## src/rtl/transposed_pkg.sv

```systemverilog
// Shared definitions for the transposed-filter coefficient reload controller.
//   coeff_ctrl_state_t : controller state encoding (IDLE, DRAIN, LOAD, FLUSH)
//   Def*               : default widths and tap count
//   addrWidth()        : address bits needed to index a bank of 'count' entries
package transposed_pkg;

  localparam int DefCoeffCount = 16;
  localparam int DefCoeffWidth = 18;
  localparam int DefDataWidth  = 18;

  typedef enum logic [1:0] {
    ST_IDLE  = 2'd0,
    ST_DRAIN = 2'd1,
    ST_LOAD  = 2'd2,
    ST_FLUSH = 2'd3
  } coeff_ctrl_state_t;

  // clog2 with a floor of one bit so a single-entry bank still has a port
  function automatic int addrWidth(input int count);
    int w;
    w = 1;
    while ((1 << w) < count) w++;
    return w;
  endfunction

endpackage

```

## src/rtl/coeff_shadow_ram.sv

```systemverilog
// Shadow coefficient bank: CoeffCount x CoeffWidth registers.
//   Clk_i    : clock
//   We_i     : write strobe
//   WrAddr_i : write address
//   WrData_i : write data
//   RdAddr_i : read address (driven by the reload counter)
//   RdData_o : registered read data, valid one cycle after RdAddr_i
// A write to the address being read is forwarded so the new word is returned.
module coeff_shadow_ram
  import transposed_pkg::*;
#(
  parameter int CoeffCount = DefCoeffCount,
  parameter int CoeffWidth = DefCoeffWidth
) (
  input  logic                             Clk_i,
  input  logic                             We_i,
  input  logic [addrWidth(CoeffCount)-1:0] WrAddr_i,
  input  logic [CoeffWidth-1:0]            WrData_i,
  input  logic [addrWidth(CoeffCount)-1:0] RdAddr_i,
  output logic [CoeffWidth-1:0]            RdData_o
);

  logic signed [CoeffWidth-1:0] mem [CoeffCount];

  always_ff @(posedge Clk_i) begin
    if (We_i && (int'(WrAddr_i) < CoeffCount)) mem[WrAddr_i] <= WrData_i;
    if (We_i && (WrAddr_i == RdAddr_i)) RdData_o <= WrData_i;
    else                                RdData_o <= mem[RdAddr_i];
  end

endmodule

```

## src/rtl/transposed_coeff_ctrl.sv

```systemverilog
// Coefficient reload controller in front of transposedFilterBlock.
// Passes samples through with one register of latency; on a commit it stalls
// the stream, shifts the shadow bank into the filter coefficient chain
// (highest index first) and, when TRANSPOSED_FLUSH_EN is defined, follows
// with CoeffCount zero samples to clear the transposed delay line.
// Ports:
//   Clk_i, Rst_i              : clock, synchronous active-high reset
//   Data_i, DataNd_i, Ready_o : upstream sample, strobe, accept
//   CoeffWe_i/Addr_i/Data_i   : shadow bank write port
//   Commit_i                  : request a reload (merged into one pending if busy)
//   Data_o, DataNd_o          : sample stream to the filter
//   CoeffData_o, CoeffShift_o : coefficient chain data and shift enable
//   CoeffDone_o               : one-cycle pulse at the end of a reload
//   Busy_o                    : not IDLE
//   WrReject_o                : one-cycle pulse, write dropped during LOAD
//   Overrun_o                 : sticky, sample strobed while not ready
// Build option: TRANSPOSED_FLUSH_EN enables the FLUSH phase.
module transposed_coeff_ctrl
  import transposed_pkg::*;
#(
  parameter int CoeffCount = DefCoeffCount,
  parameter int CoeffWidth = DefCoeffWidth,
  parameter int DataWidth  = DefDataWidth
) (
  input  logic                             Clk_i,
  input  logic                             Rst_i,
  input  logic [DataWidth-1:0]             Data_i,
  input  logic                             DataNd_i,
  output logic                             Ready_o,
  input  logic                             CoeffWe_i,
  input  logic [addrWidth(CoeffCount)-1:0] CoeffAddr_i,
  input  logic [CoeffWidth-1:0]            CoeffData_i,
  input  logic                             Commit_i,
  output logic [DataWidth-1:0]             Data_o,
  output logic                             DataNd_o,
  output logic [CoeffWidth-1:0]            CoeffData_o,
  output logic                             CoeffShift_o,
  output logic                             CoeffDone_o,
  output logic                             Busy_o,
  output logic                             WrReject_o,
  output logic                             Overrun_o
);

  localparam int AddrW = addrWidth(CoeffCount);
  localparam int CntW  = AddrW + 1;
  localparam logic [CntW-1:0] CntLast = CntW'(CoeffCount);

  localparam logic [1:0] StIdle  = ST_IDLE;
  localparam logic [1:0] StDrain = ST_DRAIN;
  localparam logic [1:0] StLoad  = ST_LOAD;
  localparam logic [1:0] StFlush = ST_FLUSH;

  logic [1:0]      state, nextState;
  logic [CntW-1:0] cnt;
  logic            pending;
  logic            commitReq;
  logic            phaseDone;
  logic            accept;
  logic            ramWe;
  logic [AddrW-1:0]      rdAddr;
  logic [CoeffWidth-1:0] ramRdData;

  logic readyReg, shiftReg, doneReg, wrRejReg, overrunReg;
  logic signed [DataWidth-1:0] sampleData_p1;
  logic                        sampleNd_p1;

  assign commitReq = Commit_i | pending;
  // cnt runs 1..CoeffCount inside LOAD and FLUSH
  assign phaseDone = (cnt == CntLast);
  assign accept    = (state == StIdle) && readyReg && DataNd_i;
  assign ramWe     = CoeffWe_i && (state != StLoad);

  always_comb begin
    nextState = state;
    case (state)
      StIdle:  if (commitReq) nextState = StDrain;
      StDrain: nextState = StLoad;
      StLoad: begin
        if (phaseDone) begin
`ifdef TRANSPOSED_FLUSH_EN
          nextState = StFlush;
`else
          nextState = StIdle;
`endif
        end
      end
      StFlush: if (phaseDone) nextState = StIdle;
      default: nextState = StIdle;
    endcase
  end

  // Read one step ahead: the RAM read port adds a cycle, so DRAIN fetches
  // the first (highest) word and LOAD step k fetches word for step k+1.
  always_comb begin
    rdAddr = '0;
    if (cnt < CntLast) rdAddr = AddrW'(CoeffCount - 1 - int'(cnt));
  end

  coeff_shadow_ram #(
    .CoeffCount (CoeffCount),
    .CoeffWidth (CoeffWidth)
  ) u_shadow (
    .Clk_i    (Clk_i),
    .We_i     (ramWe),
    .WrAddr_i (CoeffAddr_i),
    .WrData_i (CoeffData_i),
    .RdAddr_i (rdAddr),
    .RdData_o (ramRdData)
  );

  // Stage p0 -> p1: state, control outputs and the sample register
  always_ff @(posedge Clk_i) begin
    if (Rst_i) begin
      state         <= StIdle;
      cnt           <= '0;
      pending       <= 1'b0;
      readyReg      <= 1'b0;
      shiftReg      <= 1'b0;
      doneReg       <= 1'b0;
      wrRejReg      <= 1'b0;
      overrunReg    <= 1'b0;
      sampleNd_p1   <= 1'b0;
      sampleData_p1 <= '0;
    end else begin
      state <= nextState;
      case (nextState)
        StLoad, StFlush: cnt <= (state == nextState) ? cnt + CntW'(1) : CntW'(1);
        default:         cnt <= '0;
      endcase
      // IDLE consumes the request; any commit seen while busy merges into one
      if (state == StIdle) pending <= 1'b0;
      else if (Commit_i)   pending <= 1'b1;
      readyReg      <= (nextState == StIdle);
      shiftReg      <= (nextState == StLoad);
      doneReg       <= (state != StIdle) && (nextState == StIdle);
      wrRejReg      <= CoeffWe_i && (state == StLoad);
      if (DataNd_i && !readyReg) overrunReg <= 1'b1;
      sampleNd_p1   <= accept || (nextState == StFlush);
      sampleData_p1 <= accept ? Data_i : '0;
    end
  end

  assign Ready_o      = readyReg;
  assign Data_o       = sampleData_p1;
  assign DataNd_o     = sampleNd_p1;
  assign CoeffShift_o = shiftReg;
  assign CoeffData_o  = shiftReg ? ramRdData : '0;
  assign CoeffDone_o  = doneReg;
  assign Busy_o       = (state != StIdle);
  assign WrReject_o   = wrRejReg;
  assign Overrun_o    = overrunReg;

endmodule

```

## config.mk

```make
export PLATFORM = sky130hd
export DESIGN_NAME = transposed_coeff_ctrl
export DESIGN_NICKNAME = d
export VERILOG_FILES = /design/src/rtl/transposed_pkg.sv /design/src/rtl/coeff_shadow_ram.sv /design/src/rtl/transposed_coeff_ctrl.sv
export SDC_FILE = /design/constraint.sdc
export NUM_CORES = 1
export LEC_CHECK = 0
export BUFFER_PORTS_ARGS = -buffer_cell sky130_fd_sc_hd__buf_2
export CORE_UTILIZATION = 25
export CTS_BUF_LIST = sky130_fd_sc_hd__clkbuf_16
export DETAILED_ROUTE_END_ITERATION = 12
export GPL_ROUTABILITY_DRIVEN = 0
export GPL_TIMING_DRIVEN = 0
export MAX_ROUTING_LAYER = met4
export SYNTH_ARGS = -nofsm -noshare
export SYNTH_HDL_FRONTEND = slang
export SYNTH_SLANG_ARGS = --single-unit
```

## constraint.sdc

```tcl
create_clock -name Clk_i -period 3.3 [get_ports Clk_i]
set_input_delay 0.33 -clock Clk_i [delete_from_list [all_inputs] [get_ports Clk_i]]
set_output_delay 0.33 -clock Clk_i [all_outputs]
set_load 0.01 [all_outputs]
```

Word-level counts from Yosys, hierarchy flattened
Memories as Yosys holds them, arrays and structs flattened. A register that Yosys moved wholly into a read port is not among the register bits.
Index checks and enable logic that the tools add are counted.
{"block": "word_totals", "regBits": 32, "ramBits": 288, "in_bits": 45, "out_inout_bits": 43, "n_memories": 1}
{"block": "op_classes", "n_addsub": 2, "n_lt_le_gt_ge": 1, "eq_ne": 8, "muxes": 8, "bitwise": 4, "n_reduce_logical": 17}
{"name": "u_shadow.mem", "words": 16, "width": 18, "read_ports": 1, "rd_clocked_by_memory_dff": 1, "write_ports": 1, "line_no": "coeff_shadow_ram.sv:23", "text": "logic signed [CoeffWidth-1:0] mem [CoeffCount];"}
{"op": "$mux W18", "count": 1}
{"op": "$reduce_or A2 Y1", "count": 5}
{"op": "$eq A2 B2 Y1 const B", "count": 4}
{"op": "$logic_and A1 B1 Y1", "count": 6}
{"op": "$pmux W2 S3", "count": 1}
{"op": "$add A5 B1 Y5 const B", "count": 1}
{"op": "$eq A5 B5 Y1 const B", "count": 1}
{"op": "$lt A5 B5 Y1 const B", "count": 1}
{"op": "$logic_not A2 Y1", "count": 2}
{"op": "$mux W2", "count": 2}
{"op": "$mux W4", "count": 1}
{"op": "$sub A4 B4 Y4 const A", "count": 1}
{"op": "$mux W1", "count": 3}
{"op": "$not A1 Y1", "count": 3}
{"op": "$reduce_or A3 Y1", "count": 1}
{"op": "$eq A2 B1 Y1 const B", "count": 1}
{"op": "$eq A2 B2 Y1", "count": 1}
{"op": "$ne A2 B2 Y1 const B", "count": 1}
{"op": "$reduce_bool A2 Y1", "count": 1}
{"op": "$logic_not A1 Y1", "count": 1}
{"op": "$logic_or A1 B1 Y1", "count": 1}
{"op": "$or A1 B1 Y1", "count": 1}

Logic depth before layout (Yosys ltp)
Gate-level depths: netlist (run 1).
{"block": "depth", "ltp_word": 7, "ltp_mapped": 7, "depth_no_buf": 4}

Cells and area by module
Synthesis (run 1) repeated with hierarchy kept, for this count alone.
{"block": "hier_totals", "cells_unflattened": 580, "area_unflattened_um2": 12186.7}
{"mod": "coeff_shadow_ram", "instances": 1, "cells_per_inst": 468, "area_each_um2": 11043.1}
{"mod": "transposed_coeff_ctrl", "instances": 1, "cells_per_inst": 112, "area_each_um2": 1143.6}

Worst setup path before layout (run 1)
No wires, ideal clock.
{"block": "synth_path", "path_kind": "reg-to-reg", "startpoint": "reg state[0]", "endpoint": "mem u_shadow.mem[0][0] in the netlist's numbering, enable pin", "setup_ps": 416, "arrival_ps": 2342, "slack_ps": 542, "stages_incl_launch_ff": 5, "path_buffers": 0, "synth_period_minus_slack_ps": 2758, "cell_sequence": "dfxtp_1 -> nand2b_1 -> and2_1 -> or3b_1 -> nor3_1"}
{"block": "synth_between", "elab_chain_cells": 4}
{"item": "start, declared", "line_no": "transposed_coeff_ctrl.sv:53", "text": "logic [1:0] state, nextState;"}
{"item": "start signal, assigned", "line_no": "transposed_coeff_ctrl.sv:114", "text": "state <= StIdle;"}
{"item": "start signal, assigned", "line_no": "transposed_coeff_ctrl.sv:125", "text": "state <= nextState;"}
{"item": "$ne A2 B2 Y1", "line_no": "transposed_coeff_ctrl.sv:71", "text": "assign ramWe = CoeffWe_i && (state != StLoad);"}
{"item": "$logic_and A1 B1 Y1", "line_no": "transposed_coeff_ctrl.sv:71"}
{"item": "$mux W1", "line_no": "coeff_shadow_ram.sv:26", "text": "if (We_i && (int'(WrAddr_i) < CoeffCount)) mem[WrAddr_i] <= WrData_i;"}
{"item": "$mux W1 (implied by the code)", "line_no": "coeff_shadow_ram.sv:26"}
{"item": "end, declared", "line_no": "coeff_shadow_ram.sv:23"}
No other way between the ends.

Worst setup path after layout (run 1)
{"block": "layout_path", "startpoint": "reg shiftReg (netlist: CoeffShift_o)", "endpoint": "out CoeffData_o[16]"}
{"block": "layout_between", "elab_chain_cells": 1}
{"item": "start, declared", "line_no": "transposed_coeff_ctrl.sv:63", "text": "logic readyReg, shiftReg, doneReg, wrRejReg, overrunReg;"}
{"item": "start signal, assigned", "line_no": "transposed_coeff_ctrl.sv:134", "text": "shiftReg <= (nextState == StLoad);"}
{"item": "$mux W18", "line_no": "transposed_coeff_ctrl.sv:147", "text": "assign CoeffData_o = shiftReg ? ramRdData : '0;"}
{"item": "end, declared", "line_no": "transposed_coeff_ctrl.sv:36", "text": "output logic [CoeffWidth-1:0] CoeffData_o,"}
No other way between the ends.

==> results.toml, run 1 <==
[clock_tree]
post_cts_buffers = 0
clk_pin_slew_ns = 0.06
cts_tree = "yes"
cts_resized = 0
cts_htree_levels = 2
clk_latency_ns = 0.52
cts_buffer_depth = 3
holdBufCountCts = 16
cts.sinks = 324
cts_buffers = 35
cts-root-buf = "clkbuf_16"

[yosys]
synthCells = 697
synth-seq-area-share_pct = 75.5
async_flop_share_pct = 0
yosys.area.top_type = "edfxtp_1"
synth_warnings = 0
synth_top_cell_area_share_pct = 69.7
ys_seq_elements = 324
synth_edf_count = 288
synth.distinct_cells = 38
synth_common_cells = "288 x edfxtp_1, 112 x mux2i_1, 52 x a22oi_1, 36 x dfxtp_1, 25 x nor2_1"
netlist_area_sq_mm = 0.0124
syn_avg_cell_area_sq_um = 17.8
synthTopCellsByArea = "edfxtp_1 70%, mux2i_1 9.0%, dfxtp_1 5.8%"
synth_ff_type = "edfxtp_1"
synth_most_common_cell = "edfxtp_1"
synth_fp_nets = 743

[timing]
period_share_pct = 95.1
slew_violations = 0
relSlewSlack_pct = 29.6
finalSetupTns_ns = 0
hold_viol = 0
max_clock_freq_ghz = 0.319
min_period_ns = 3.14
worst_slew_pin_slew_ns = 1.05
fin_skew_ns = 0.00707
rsz0062_at_grt = "false"
setup_viol = 0

[hold_path]
whs_path_depth = 2
worstHoldStart = "Data_i[1]"
holdCritPathClass = "in2reg"
worstHoldEndpoint = "Data_o[1]"

[global_routing]
grt-ovfl-total = 0
track_usage_pct = 11.8
grt_first_pass_wirelength_mm = 42.8
grt_max_degree = 17
antenna_found_initial = 3
first_global_vias = 6764

[worst_setup_path]
worstPathCellList = "nor2b_1 -> buf_1 -> clkbuf_1 -> nand3_1 -> o21ai_1 -> buf_2"
cp_slowest_cell = "clkbuf_1"
crit_buf_inv = 3
timing_worst_setup_path_type = "reg2out"
crit_path_start_kind = "flip-flop"
critPathTopFamily = "buffers and inverters"
rr_startpoint = "state[0]"
rrSetupSlack_ns = 0.62
r2r_cells = 5
max_stage_delay_ns = 0.62
end_kind = "primary output"
cp.required_ns = 2.97
r2r-end = "u_shadow.mem[0][15]"
crit_cells = 6
arrival_ns = 2.81
cp_max_fo = 10

[power]
power_density_mw_per_mm2 = 575
p_total_mw = 8.78
power.leakage_nw = 5.83
vdd_drop_max_v = 0.000294

[placed_design]
port_buffers = 87
dpl.hpwl_mm = 19.6

[flow_run]
drv_cap = 0

[final_layout]
final.fill_count = 4743
regArea_sq_mm = 0.00937
fin_util_pct = 31.2
multi_input_area_sq_mm = 0.00280
area_growth_pct = 23.1
drive_above_1_share_pct = 22.7
nNetsFinal = 901

[outcome]
status = "finished, final reports clean"

[route]
drt-initial-drc-count = 462
wl_per_cell_microns = 18.7
drcViolationCount = 0
final_antenna_net_count = 0
dr.pass1.iters = 4
vias = 6576
via_per_inst = 4.26
wl_mm = 28.9

[floorplan]
fp-row-count = 81
die_y_microns = 225
coreArea_sq_mm = 0.0490
die_w_microns = 225
die_area_sq_mm = 0.0505
num_io_pins = 88
initial_core_util_pct = 25.4
==> cell usage in the layout, fill, tap and decap left out, types with 12 or more instances in the layout <==
cell type,n
nor2_1,13
nand2_1,22
inv_1,13
nand3_1,19
a22oi_1,52
buf_2,98
nor2_2,14
o21ai_1,16
mux2i_1,112
edfxtp_1,288
nand2b_1,14
dlygate4sd3_1,16
and2_1,20
dfxtp_1,36
buf_6,14
clkbuf_16,36
mux4_1,12
==> per-stage QoR <==
step	hold WS (ns)	worst slack, ns	instance area, sq um	instances
floorplan	0.429	0.542	12400	697
global placement	0.457	-0.763	13700	1448
detailed placement	0.466	0.642	14000	1466
CTS	0.00389	0.109	15300	1542
global route	0.0229	0.0350	15300	1545
finish	0.0206	0.160	15300	1545
==> power by group <==
group / internal, mW / switching [mW]
sequential: 4.52 / 0.0184
clock: 2.15 / 1.55
combinational: 0.231 / 0.312
total: 6.90 / 1.88
==> kinds of logic after synthesis <==
family	Yosys count	synth area share (%)
compound gates	85	4.79
mux	128	12.3
simple gates	116	4.72
fa+ha+maj	1	0.101
buf+inv	40	2.38
flops	324	75.5
xor+xnor	3	0.212
==> registers in the layout, indices dropped and copies added, names as in the netlist, named ones only <==
signal,cells
CoeffDone_o,1
CoeffShift_o,1
DataNd_o,1
Data_o,18
Overrun_o,1
Ready_o,1
WrReject_o,1
cnt,5
pending,1
state,2
u_shadow.mem,288
==> layer usage <==
layer	GRT usage [%]	wire [microns]	vias up
li1	-	-	3069
met1	15.1	13100	3322
met2	19.0	13900	145
met3	2.17	1350	40
met4	3.66	625	0
met5	-	0	-
==> worst max-delay path by stage <==
stage | slack [ns] | start | end
floorplan | 0.54 | state[0] | u_shadow.mem[0][0]
global placement | -0.76 | state[0] | u_shadow.mem[0][9]
detailed placement | 0.64 | state[0] | u_shadow.mem[0][9]
CTS | 0.11 | CoeffShift_o | CoeffData_o[13]
global route | 0.04 | CoeffShift_o | CoeffData_o[13]
finish | 0.16 | CoeffShift_o | CoeffData_o[16]
==> layout make-up <==
class | instances | share of cell area, %
antenna | 3 | 0.0491
buffer | 36 | 1.83
clock buffer | 36 | 5.90
clock inverter | 24 | 1.20
inverter | 4 | 0.0983
multi-input combinational | 333 | 18.3
sequential | 324 | 61.3
tap | 664 | 5.44
timing repair buffer | 121 | 5.85
Note: power is estimated with default switching activity, not from simulation.
==> run 2, diff against run 1 <==
--- a/config.mk
+++ b/config.mk
@@ -14,2 +14,3 @@
 export MAX_ROUTING_LAYER = met4
+export SKIP_CTS_REPAIR_TIMING = 1
 export SYNTH_ARGS = -nofsm -noshare
--- a/constraint.sdc
+++ b/constraint.sdc
@@ -3,2 +3,2 @@
 set_output_delay 0.33 -clock Clk_i [all_outputs]
-set_load 0.01 [all_outputs]
+set_load 0.005 [all_outputs]
==> run 2 against run 1 <==
  * Maximum frequency is 0.54% lower
  * Die area stayed put
  * Sequential share of layout area is 0.57 points higher
  * Clock skew hardly changed
  * Global-route usage is 0.13 points lower
  * Hold slack worse by 0.014 ns
  * Wire length is 0.96% lower
  * Setup slack worse by 0.017 ns
  * Final area is 0.92% lower
  * Count of clock-buffer cells in the layout stayed put
  * Sequential power hardly changed
  * Combinational power is 4.1% lower
  * Largest cell class unchanged
  * Highest routed layer unchanged
==> results.toml, run 2 (synthesis results as in run 1) <==
[final_layout]
largest-register = "u_shadow.mem"
area_growth_pct = 22.0
nNetsFinal = 887
stdcell_count = 1531
largest_reg_flops = 288
fin_util_pct = 30.9
drive_above_1_share_pct = 23.0
mostFrequentLayoutCells = "288 x edfxtp_1, 112 x mux2i_1, 98 x buf_2, 52 x a22oi_1"
final_common_cell = "edfxtp_1"

[global_routing]
first_global_vias = 6655
grt_first_pass_wirelength_mm = 42.3
track_usage_pct = 11.7
grt_max_degree = 17
antenna_found_initial = 3
grt-ovfl-total = 0

[timing]
fin_skew_ns = 0.00749
setup_viol = 0
hold_slack_ns = 0.00628
period_share_pct = 95.7
relSlewSlack_pct = 27.9
slew_violations = 0
hold_viol = 0
max_clock_freq_ghz = 0.317
setup_slack_ns = 0.143
min_period_ns = 3.16
rsz0062_at_grt = "false"
worst_slew_pin_slew_ns = 1.08

[clock_tree]
cts_buffer_depth = 3
cts_tree = "yes"
clk_latency_ns = 0.52
cts.sinks = 324
clk_pin_slew_ns = 0.06
cts-root-buf = "clkbuf_16"
cts_buffers = 35
cts_htree_levels = 2

[route]
dr_wl_met3_mm = 1.28
dr.pass1.iters = 4
vias = 6490
drt-initial-drc-count = 441
via_per_inst = 4.24
wl_met1_mm = 13.1
top_layer = "met4"
wl_met2_mm = 13.7
wl_mm = 28.6
drcViolationCount = 0
wl_per_cell_microns = 18.7
final_antenna_net_count = 0

[placed_design]
dp_slack_ns = 0.642
dpl.hpwl_mm = 19.6
dp_cells = 1466
port_buffers = 87

[power]
sw_frac_of_total_pct = 21.4
switchingPower_mw = 1.87
clkPwrFrac_pct = 42.3
p_int_mw = 6.89
power_density_mw_per_mm2 = 579
power_frac_comb_pct = 5.9
vdd_drop_max_v = 0.000289
power.leakage_nw = 5.78
p_total_mw = 8.76
seqPwrFrac_pct = 51.8

[worst_setup_path]
timing_worst_setup_path_type = "reg2out"
crit_path_start_kind = "flip-flop"
r2r_cells = 5
cp.required_ns = 2.97
cp_max_fo = 10
end_kind = "primary output"
setup.worst_path.start = "CoeffShift_o"
arrival_ns = 2.83
rr_startpoint = "state[0]"

[hold_path]
holdCritPathClass = "in2reg"
worstHoldStart = "Data_i[8]"
whs_path_depth = 2

[floorplan]
coreArea_sq_mm = 0.0490
fp-row-count = 81
die_w_microns = 225
initial_core_util_pct = 25.4
die_area_sq_mm = 0.0505
num_io_pins = 88
die_y_microns = 225

[outcome]
status = "finished, final reports clean"

[flow_run]
drv_cap = 0
## run 2: cell types whose count changed in the layout (fill, tap and decap cells not counted)
cell / before / now
dlygate4sd3_1: 16 / 2
## run 2: through the flow
step | setup TNS, ns | area [sq um]
floorplan | 0 | 12400
global placement | -47.41 | 13700
detailed placement | 0 | 14000
CTS | 0 | 15100
global route | 0 | 15100
finish | 0 | 15100
## run 2: power groups by stage
stage / clock network, mW / registers [mW] / logic [mW]
after floorplan: 0 / 4.62 / 0.309
after global placement: 0 / 4.63 / 0.498
after detailed placement: 0 / 4.63 / 0.527
final: 3.70 / 4.54 / 0.521
after CTS: 3.79 / 4.54 / 0.529
after global routing: 3.95 / 4.54 / 0.565
## run 2: routing by layer
| metal | GRT usage [%] | up-vias |
|---|---|---|
| met5 | - | - |
| met4 | 3.66 | 0 |
| met3 | 2.17 | 42 |
| met2 | 18.6 | 140 |
| met1 | 15.0 | 3267 |
| li1 | - | 3041 |
## run 2: worst max-delay path, cell delays in order (launching register included)
cell,delay [ns]
dfxtp_1,0.38
nor2b_1,0.16
buf_1,0.50
clkbuf_1,0.64
nand3_1,0.27
o21ai_1,0.18
buf_2,0.16
## run 2: final cells by class
class / count / area [sq um]
flip-flops and latches: 324 / 9370
diodes: 3 / 7.51
inverters: 4 / 15.0
multi-input cells: 333 / 2800
repair buffers: 107 / 753
clock buffers: 36 / 901
plain buffers: 36 / 280
fillers: 4758 / 33800
clock inverters: 24 / 184
well taps: 664 / 831
## run 2: final timing paths
| path | endpoint | slack [ns] |
|---|---|---|
| setup / recovery | CoeffData_o[16] | 0.14 |
| setup reg to reg | u_shadow.mem[0][15] | 0.60 |
| hold / removal | Data_o[8] | 0.006 |
| hold reg to reg | flip-flop | 0.48 |
==> run 3, diff against run 2 <==
- MAX_ROUTING_LAYER: met4 -> not set
==> run 3 against run 2 <==
  * Via count grew 0.26%
  * Flip-flop and latch count unchanged
  * Hold slack hardly changed
  * Non-clock buffer count is the same
  * Final area stayed put
  * Maximum frequency decreased by 0.39%
  * Clock power about the same
  * Count of clock-buffer cells in the layout is the same
  * Largest cell class unchanged
  * Largest power group unchanged
  * Highest routed layer unchanged
==> results.toml, run 3 (synthesis results as in run 1) <==
[floorplan]
coreArea_sq_mm = 0.0490
die_y_microns = 225
die_w_microns = 225
die_area_sq_mm = 0.0505
initial_core_util_pct = 25.4
num_io_pins = 88
fp-row-count = 81

[timing]
min_period_ns = 3.17
setup_viol = 0
hold_viol = 0
hold_slack_ns = 0.00663
relSlewSlack_pct = 29.0
worst_slew_pin_slew_ns = 1.06
max_clock_freq_ghz = 0.316
rsz0062_at_grt = "false"
fin_skew_ns = 0.00932
period_share_pct = 96.0
slew_violations = 0

[route]
drt-initial-drc-count = 435
via_per_inst = 4.25
dr.pass1.iters = 4
vias = 6507
drcViolationCount = 0
wl_per_cell_microns = 18.7
wl_mm = 28.7
final_antenna_net_count = 0

[outcome]
status = "finished, final reports clean"

[clock_tree]
clk_latency_ns = 0.52
cts-root-buf = "clkbuf_16"
cts_tree = "yes"
clk_pin_slew_ns = 0.06
cts_htree_levels = 2
cts.sinks = 324
cts_buffers = 35
cts_buffer_depth = 3

[worst_setup_path]
end_kind = "primary output"
cp_max_fo = 10
timing_worst_setup_path_type = "reg2out"
crit_path_start_kind = "flip-flop"
arrival_ns = 2.84
cp.required_ns = 2.97

[final_layout]
drive_above_1_share_pct = 23.0
stdcell_count = 1531
final_common_cell = "edfxtp_1"
area_growth_pct = 22.0
largest_reg_flops = 288
nNetsFinal = 887
mostFrequentLayoutCells = "288 x edfxtp_1, 112 x mux2i_1, 98 x buf_2, 52 x a22oi_1"
final.fill_count = 4758
largest-register = "u_shadow.mem"

[global_routing]
grt_max_degree = 17
grt_first_pass_wirelength_mm = 42.2
first_global_vias = 6666
antenna_found_initial = 3
grt-ovfl-total = 0
track_usage_pct = 11.3

[power]
p_total_mw = 8.77
power.leakage_nw = 5.78
vdd_drop_max_v = 0.000289
power_density_mw_per_mm2 = 579

[flow_run]
drv_cap = 0

[placed_design]
dp_cells = 1466
dpl.hpwl_mm = 19.6
port_buffers = 87

[hold_path]
holdCritPathClass = "in2reg"
-- run 3: routing by layer --
layer | part of all wire, % | vias to the layer above | global-route usage, % | wire, microns
met5 | 0 | - | 0 | 0
met2 | 48 | 128 | 18.6 | 13600
met4 | 2.3 | 0 | 3.66 | 646
met1 | 46 | 3291 | 14.9 | 13100
met3 | 4.3 | 42 | 2.25 | 1250
li1 | - | 3046 | - | -
-- run 3: metrics by stage --
| step | util, % | setup TNS [ns] | area [sq um] | setup slack (ns) |
|---|---|---|---|---|
| 5_1_grt | 30.9 | 0 | 15100 | 0.0532 |
| 6_report | 30.9 | 0 | 15100 | 0.131 |
| 3_3_place_gp | 27.9 | -47.41 | 13700 | -0.763 |
| 2_1_floorplan | - | 0 | 12400 | 0.542 |
| 3_5_place_dp | 28.6 | 0 | 14000 | 0.642 |
| 4_1_cts | 30.9 | 0 | 15100 | 0.127 |
-- run 3: path summary, 6_finish.rpt --
kind / startpoint / endpoint / slack [ns] / cells past startpoint
worst max register to register: state[0] / u_shadow.mem[0][15] / 0.60 / 5
worst min-delay path: Data_i[8] / Data_o[8] / 0.007 / 2
worst min register to register: cnt[3] / flip-flop / 0.48 / 1
worst max-delay path: CoeffShift_o / CoeffData_o[16] / 0.13 / 6
-- run 3: layout make-up --
cell class	instances	area, sq um	share of cell area, %
multi-input cells	333	2800	18.5
repair buffers	107	753	4.98
clock inverters	24	184	1.22
diodes	3	7.51	0.0496
clock buffers	36	901	5.95
inverters	4	15.0	0.0992
well taps	664	831	5.49
flip-flops and latches	324	9370	61.9
plain buffers	36	280	1.85
-- run 3: power breakdown --
group / switching, mW / total, mW / internal, mW
Sequential: 0.0182 / 4.54 / 4.52
Clock: 1.56 / 3.71 / 2.15
Combinational: 0.302 / 0.521 / 0.219
Total: 1.88 / 8.77 / 6.89
-- run 3: critical path, cell delays in order, from the launching register on --
cell,delay [ns]
dfxtp_1,0.38
nor2b_1,0.16
buf_1,0.50
clkbuf_1,0.63
nand3_1,0.29
o21ai_1,0.18
buf_2,0.16
